### config.mk
export PLATFORM = sky130hd
export DESIGN_NAME = bram_readout_ctrl
export DESIGN_NICKNAME = d
export VERILOG_FILES = /design/src/rtl/bram_readout_ctrl.sv
export SDC_FILE = /design/constraint.sdc
export NUM_CORES = 1
export LEC_CHECK = 0
export CORE_MARGIN = 1.5
export CORE_UTILIZATION = 40
export DETAILED_ROUTE_END_ITERATION = 12
export HOLD_SLACK_MARGIN = 0.02
export PLACE_DENSITY_LB_ADDON = 0.1
export REMOVE_ABC_BUFFERS = 1
export SYNTH_ARGS = -nofsm -noshare
export SYNTH_HDL_FRONTEND = slang
export SYNTH_SLANG_ARGS = --single-unit
### constraint.sdc
create_clock -name clock -period 2.3 [get_ports clock]
set_input_delay 0.46 -clock clock [delete_from_list [all_inputs] [get_ports clock]]
set_output_delay 0.46 -clock clock [all_outputs]
set_load 0.005 [all_outputs]
### src/rtl/bram_readout_ctrl.sv
// Streams a burst of words out of a 2-cycle-latency block RAM into a ready/valid port.
// Reads are throttled so the 4-entry output FIFO can never overflow.
module bram_readout_ctrl #(
    parameter int RAM_WIDTH  = 8,
    parameter int RAM_DEPTH  = 16,
    parameter int ADDR_WIDTH = $clog2(RAM_DEPTH)
) (
    input  logic                  clock,
    input  logic                  reset,
    input  logic                  start,
    input  logic [ADDR_WIDTH-1:0] start_addr,
    input  logic [ADDR_WIDTH:0]   length,
    output logic                  busy,
    output logic                  done,
    output logic [ADDR_WIDTH-1:0] address_bus,
    output logic                  enable,
    output logic                  write_enable,
    output logic                  register_enable,
    input  logic [RAM_WIDTH-1:0]  data_output,
    output logic [RAM_WIDTH-1:0]  m_data,
    output logic                  m_valid,
    input  logic                  m_ready
);
    localparam int LW = ADDR_WIDTH + 1;
    localparam logic [1:0] IDLE  = 2'd0;
    localparam logic [1:0] READ  = 2'd1;
    localparam logic [1:0] DRAIN = 2'd2;
    localparam logic [1:0] DONE  = 2'd3;
    localparam logic [LW-1:0]         DEPTH_LEN = LW'(RAM_DEPTH);
    localparam logic [ADDR_WIDTH-1:0] LAST_ADDR = ADDR_WIDTH'(RAM_DEPTH - 1);

    logic [1:0]            state_reg, state_next;
    logic [ADDR_WIDTH-1:0] addr_reg;
    logic [LW-1:0]         issue_left_reg;
    logic [LW-1:0]         accept_left_reg;
    logic [LW-1:0]         len_sat;
    logic [1:0]            inflight_reg;
    logic [RAM_WIDTH-1:0]  fifo_mem [4];
    logic [1:0]            wr_ptr_reg, rd_ptr_reg;
    logic [2:0]            count_reg;
    logic [2:0]            outstanding;
    logic                  issue_first, issue_read, issue, push, pop;
    logic [ADDR_WIDTH-1:0] issue_addr, addr_inc;

    assign len_sat     = (length > DEPTH_LEN) ? DEPTH_LEN : length;
    assign outstanding = count_reg + {2'b00, inflight_reg[0]} + {2'b00, inflight_reg[1]};

    // The first read goes out in the start cycle itself so the first word reaches
    // the FIFO output three cycles after start.
    assign issue_first = (state_reg == IDLE) && start && (len_sat != '0);
    assign issue_read  = (state_reg == READ) && (issue_left_reg != '0) && (outstanding < 3'd4);
    assign issue       = issue_first | issue_read;
    assign issue_addr  = issue_first ? start_addr : addr_reg;
    assign addr_inc    = (issue_addr == LAST_ADDR) ? '0 : issue_addr + ADDR_WIDTH'(1);

    assign push = inflight_reg[1];
    assign pop  = m_valid && m_ready;

    assign busy            = (state_reg == READ) || (state_reg == DRAIN);
    assign done            = (state_reg == DONE);
    assign enable          = issue;
    assign address_bus     = issue_addr;
    assign write_enable    = 1'b0;
    assign register_enable = busy;
    assign m_valid         = (count_reg != 3'd0);
    assign m_data          = fifo_mem[rd_ptr_reg];

    always_comb begin
        state_next = state_reg;
        case (state_reg)
            IDLE:  if (start) state_next = (len_sat == '0) ? DONE : READ;
            READ:  if ((issue_left_reg == '0) || (issue_read && issue_left_reg == LW'(1)))
                       state_next = DRAIN;
            DRAIN: if (pop && accept_left_reg == LW'(1)) state_next = DONE;
            default: state_next = IDLE;
        endcase
    end

    always_ff @(posedge clock or posedge reset) begin
        if (reset) begin
            state_reg       <= IDLE;
            addr_reg        <= '0;
            issue_left_reg  <= '0;
            accept_left_reg <= '0;
            inflight_reg    <= '0;
        end else begin
            state_reg    <= state_next;
            inflight_reg <= {inflight_reg[0], issue};
            if (issue) addr_reg <= addr_inc;
            if (issue_first) begin
                issue_left_reg  <= len_sat - LW'(1);
                accept_left_reg <= len_sat;
            end else begin
                if (issue_read) issue_left_reg  <= issue_left_reg - LW'(1);
                if (pop)        accept_left_reg <= accept_left_reg - LW'(1);
            end
        end
    end

    // Output FIFO: the in-flight tag marks the cycle data_output carries a requested word.
    always_ff @(posedge clock or posedge reset) begin
        if (reset) begin
            wr_ptr_reg <= '0;
            rd_ptr_reg <= '0;
            count_reg  <= '0;
            for (int i = 0; i < 4; i++) fifo_mem[i] <= '0;
        end else begin
            if (push) begin
                fifo_mem[wr_ptr_reg] <= data_output;
                wr_ptr_reg           <= wr_ptr_reg + 2'd1;
            end
            if (pop) rd_ptr_reg <= rd_ptr_reg + 2'd1;
            case ({push, pop})
                2'b10:   count_reg <= count_reg + 3'd1;
                2'b01:   count_reg <= count_reg - 3'd1;
                default: count_reg <= count_reg;
            endcase
        end
    end
endmodule

==> results.py <==
metrics = {
    "setup_path": {
        "crit_buf_inv": 2,
        "critPathTopFamily": "simple AND/OR/NAND/NOR gates",
        "cp-startpoint": "length[4]",
        "rrSetupSlack_ps": 230,
        "cp_max_fo": 4,
        "cp_slowest_stage_delay_ps": 510,
        "critPathArrivalTime_ps": 1830,
        "reg2reg_to": "state_reg[1]$_DFFE_PP0P_",
        "crit_path_cell_trace": "buf_8 -> nand2b_4 -> ha_4 -> or4b_4 -> and3_4 -> a21o_1 -> clkdlybuf4s15_2",
        "startpoint_type": "input port",
        "critPathRequiredTime_ps": 1840,
        "slowest_stage": "or4b_4",
        "worst_setup_path_end_kind": "output pin",
        "rr_worst_depth": 7,
        "r2r_start": "issue_left_reg[0]$_DFFE_PP0P_",
        "timing_worst_setup_path_type": "in2out",
    },
    "floorplanning": {
        "die_area_um2": 8220,
        "die_h_um": 90.7,
        "die_x_um": 90.7,
        "core_area_um2": 7330,
        "io_pins": 39,
        "core.rowCount": 31,
        "initial_core_util_pct": 42.0,
    },
    "timing": {
        "fin_tns_setup_ps": 0,
        "clock.fmax_ghz": 0.437,
        "setup_viol": 0,
        "hold_violations": 0,
        "clock_skew_ps": 8.51,
        "period_minus_slack_ps": 2290,
        "fin_ws_ps": 13.5,
        "slew_viol_final": 0,
        "finalCritPeriodShare_pct": 99.4,
        "grt_setup_unrepaired": "true",
    },
    "synthesis": {
        "synth_top_family_by_area": "multiplexers",
        "synth_top_cell_area_share_pct": 46.4,
        "ys_types": 44,
        "seq_area_frac_synth_pct": 46.4,
        "synth_mux_area_share_pct": 18.6,
        "synth_area_per_cell_um2": 11.7,
        "synth_edf_count": 0,
        "yosys.area.top_type": "dfrtp_1",
        "ys_ff_latch": 57,
        "synth_cells": 262,
        "yosysMostFrequentCell": "dfrtp_1",
        "synth-xor-area-share_pct": 4.27,
        "synth-adder-area-share_pct": 7.57,
        "async_flop_share_pct": 100,
        "synth-main-ff-cell": "dfrtp_1",
        "netlist_area_um2": 3080,
        "ys_top_cells_by_count": "57 x dfrtp_1, 32 x mux2_2, 21 x inv_1, 19 x nand2_1, 17 x ha_1",
        "synth-compound-area-share_pct": 7.77,
        "synthSimpleGateAreaFrac_pct": 11.1,
        "ys_top_cells_by_area": "dfrtp_1 46%, mux2_2 12%, ha_1 6.9%",
        "yosys_warnings": 0,
    },
    "route": {
        "detail_route.wl_per_cell_um": 14.8,
        "firstDrtPassIters": 6,
        "antenna_left": 0,
        "route.detailed.drc": 0,
        "routed_via_density": 5.01,
        "vias": 2236,
        "drt_iter0_drc": 70,
        "wl_um": 6600,
    },
    "placement": {
        "dp_slack_ps": -859,
        "io_buffers": 37,
        "gp_congestion": 0.766,
        "hpwlAfterDp_um": 4440,
    },
    "layout": {
        "final_layout_size_suffix_gt1_share_pct": 36.6,
        "area_growth_pct": 35.8,
        "antennaDiodeCount": 0,
        "largest_register_ffs": 32,
        "fin_nets": 381,
        "fillCellCount": 635,
    },
    "power_and_ir_drop": {
        "p_int_w": 0.00387,
        "ir_drop_mv": 0.717,
        "leakage_nw": 1.89,
        "powerDensity_nw_per_um2": 1390,
        "power_frac_clock_pct": 18.2,
        "p_seq_share_pct": 31.9,
        "switching_share_pct": 33.3,
        "finalPower_w": 0.00581,
        "power.switching_w": 0.00194,
        "p_comb_share_pct": 49.8,
    },
    "cts": {
        "cts_tree": "built",
        "cts.sinks": 57,
        "cts_hold_buffers": 0,
        "numCtsBuffers": 9,
        "cts_buffer_depth": 2,
        "h-tree-depth": 3,
        "worstSkewPairLatency_ps": 330,
        "cts-root-buf": "clkbuf_8",
        "clk_pin_slew_worst_paths_ps": 60,
    },
    "job": {
        "maxCapViolations": 0,
    },
    "hold_path": {
        "holdPathStages": 0,
        "hold_path_startpoint": "inflight_reg[0]$_DFF_PP0_",
        "whs_endpoint": "inflight_reg[1]$_DFF_PP0_",
        "hold_class": "reg2reg",
    },
    "global_routing": {
        "grt_use_total_pct": 17.1,
        "grt_pass1_vias": 2380,
        "antenna_found_initial": 0,
        "grt_pass1_wl_um": 10900,
        "grt_max_degree": 42,
        "gr-total-overflow": 0,
    },
    "status": {
        "outcome": "finished clean",
    },
}
## cells in the final DEF, fill, tap and decap left out, types with 4 or more instances in the layout
cell type	synthesis	routed
dlymetal6s2s_1	0	5
o31ai_1	5	5
dlygate4sd2_1	0	4
clkbuf_8	0	10
nand2_1	19	15
or4_1	7	7
mux2_2	32	32
buf_4	2	37
nor2_1	9	9
mux4_2	8	8
ha_1	17	14
xnor2_1	8	8
buf_6	1	5
clkdlybuf4s50_1	0	20
or3_1	4	4
xor2_1	7	7
o211ai_1	6	6
a31oi_1	6	6
inv_1	21	18
dfrtp_1	57	57
## cell families after synthesis
group,count (synthesis)
AOI/OAI and AO/OA,35
DFF,57
buffers and inverters,31
and+or+nand+nor,62
xor gates and xnor gates,15
muxes,43
adders and majority gates,18
other,1
## final cells by class
class / count / area, µm² / area share, %
Clock buffer: 10 / 138 / 3.30
Clock inverter: 6 / 90.1 / 2.16
Inverter: 21 / 78.8 / 1.89
Multi-Input combinational cell: 174 / 1600 / 38.3
Sequential cell: 57 / 1430 / 34.2
Tap cell: 99 / 124 / 2.97
Timing Repair Buffer: 79 / 718 / 17.2
## power groups by stage
stage / Clock, W / Sequential, W / Combinational [W]
floorplan: 0 / 0.00183 / 0.00158
global placement: 0 / 0.00185 / 0.00270
detailed placement: 0 / 0.00186 / 0.00273
global route: 0.00115 / 0.00192 / 0.00319
CTS: 0.00110 / 0.00184 / 0.00280
finish: 0.00106 / 0.00185 / 0.00289
## through the flow
step / utilization (%) / std cells / cell area, µm² / hold WS [ps]
2_1_floorplan: - / 252 / 3020 / 368
3_3_place_gp: 50.9 / 413 / 3730 / 387
3_5_place_dp: 50.9 / 413 / 3730 / 387
5_1_grt: 57.0 / 446 / 4180 / 445
6_report: 57.0 / 446 / 4180 / 430
4_1_cts: 55.4 / 438 / 4060 / 402
## metal layers
layer	up-vias	share of wire (%)	global-route usage [%]
met5	-	0	0
met4	0	0.56	5.82
met3	4	3.7	5.64
met2	46	51	28.4
met1	1089	45	20.6
li1	1097	-	-
## how the worst max path moves through the flow
stage / to / depth (start not counted) / slack [ps]
CTS: enable / 6 / 3
global route: address_bus[0] / 7 / -30
global placement: address_bus[0] / 7 / -800
detailed placement: enable / 7 / -860
finish: address_bus[0] / 7 / 10
floorplan: enable / 5 / -80
## repair_timing
action | in CTS | in global routing
buffers inserted | 11 | 8
pin swaps | 5 | 4
gates resized for setup | 49 | 20
endpoints found under the setup margin | 15 | 9
Power figures use the tool's default switching activity.
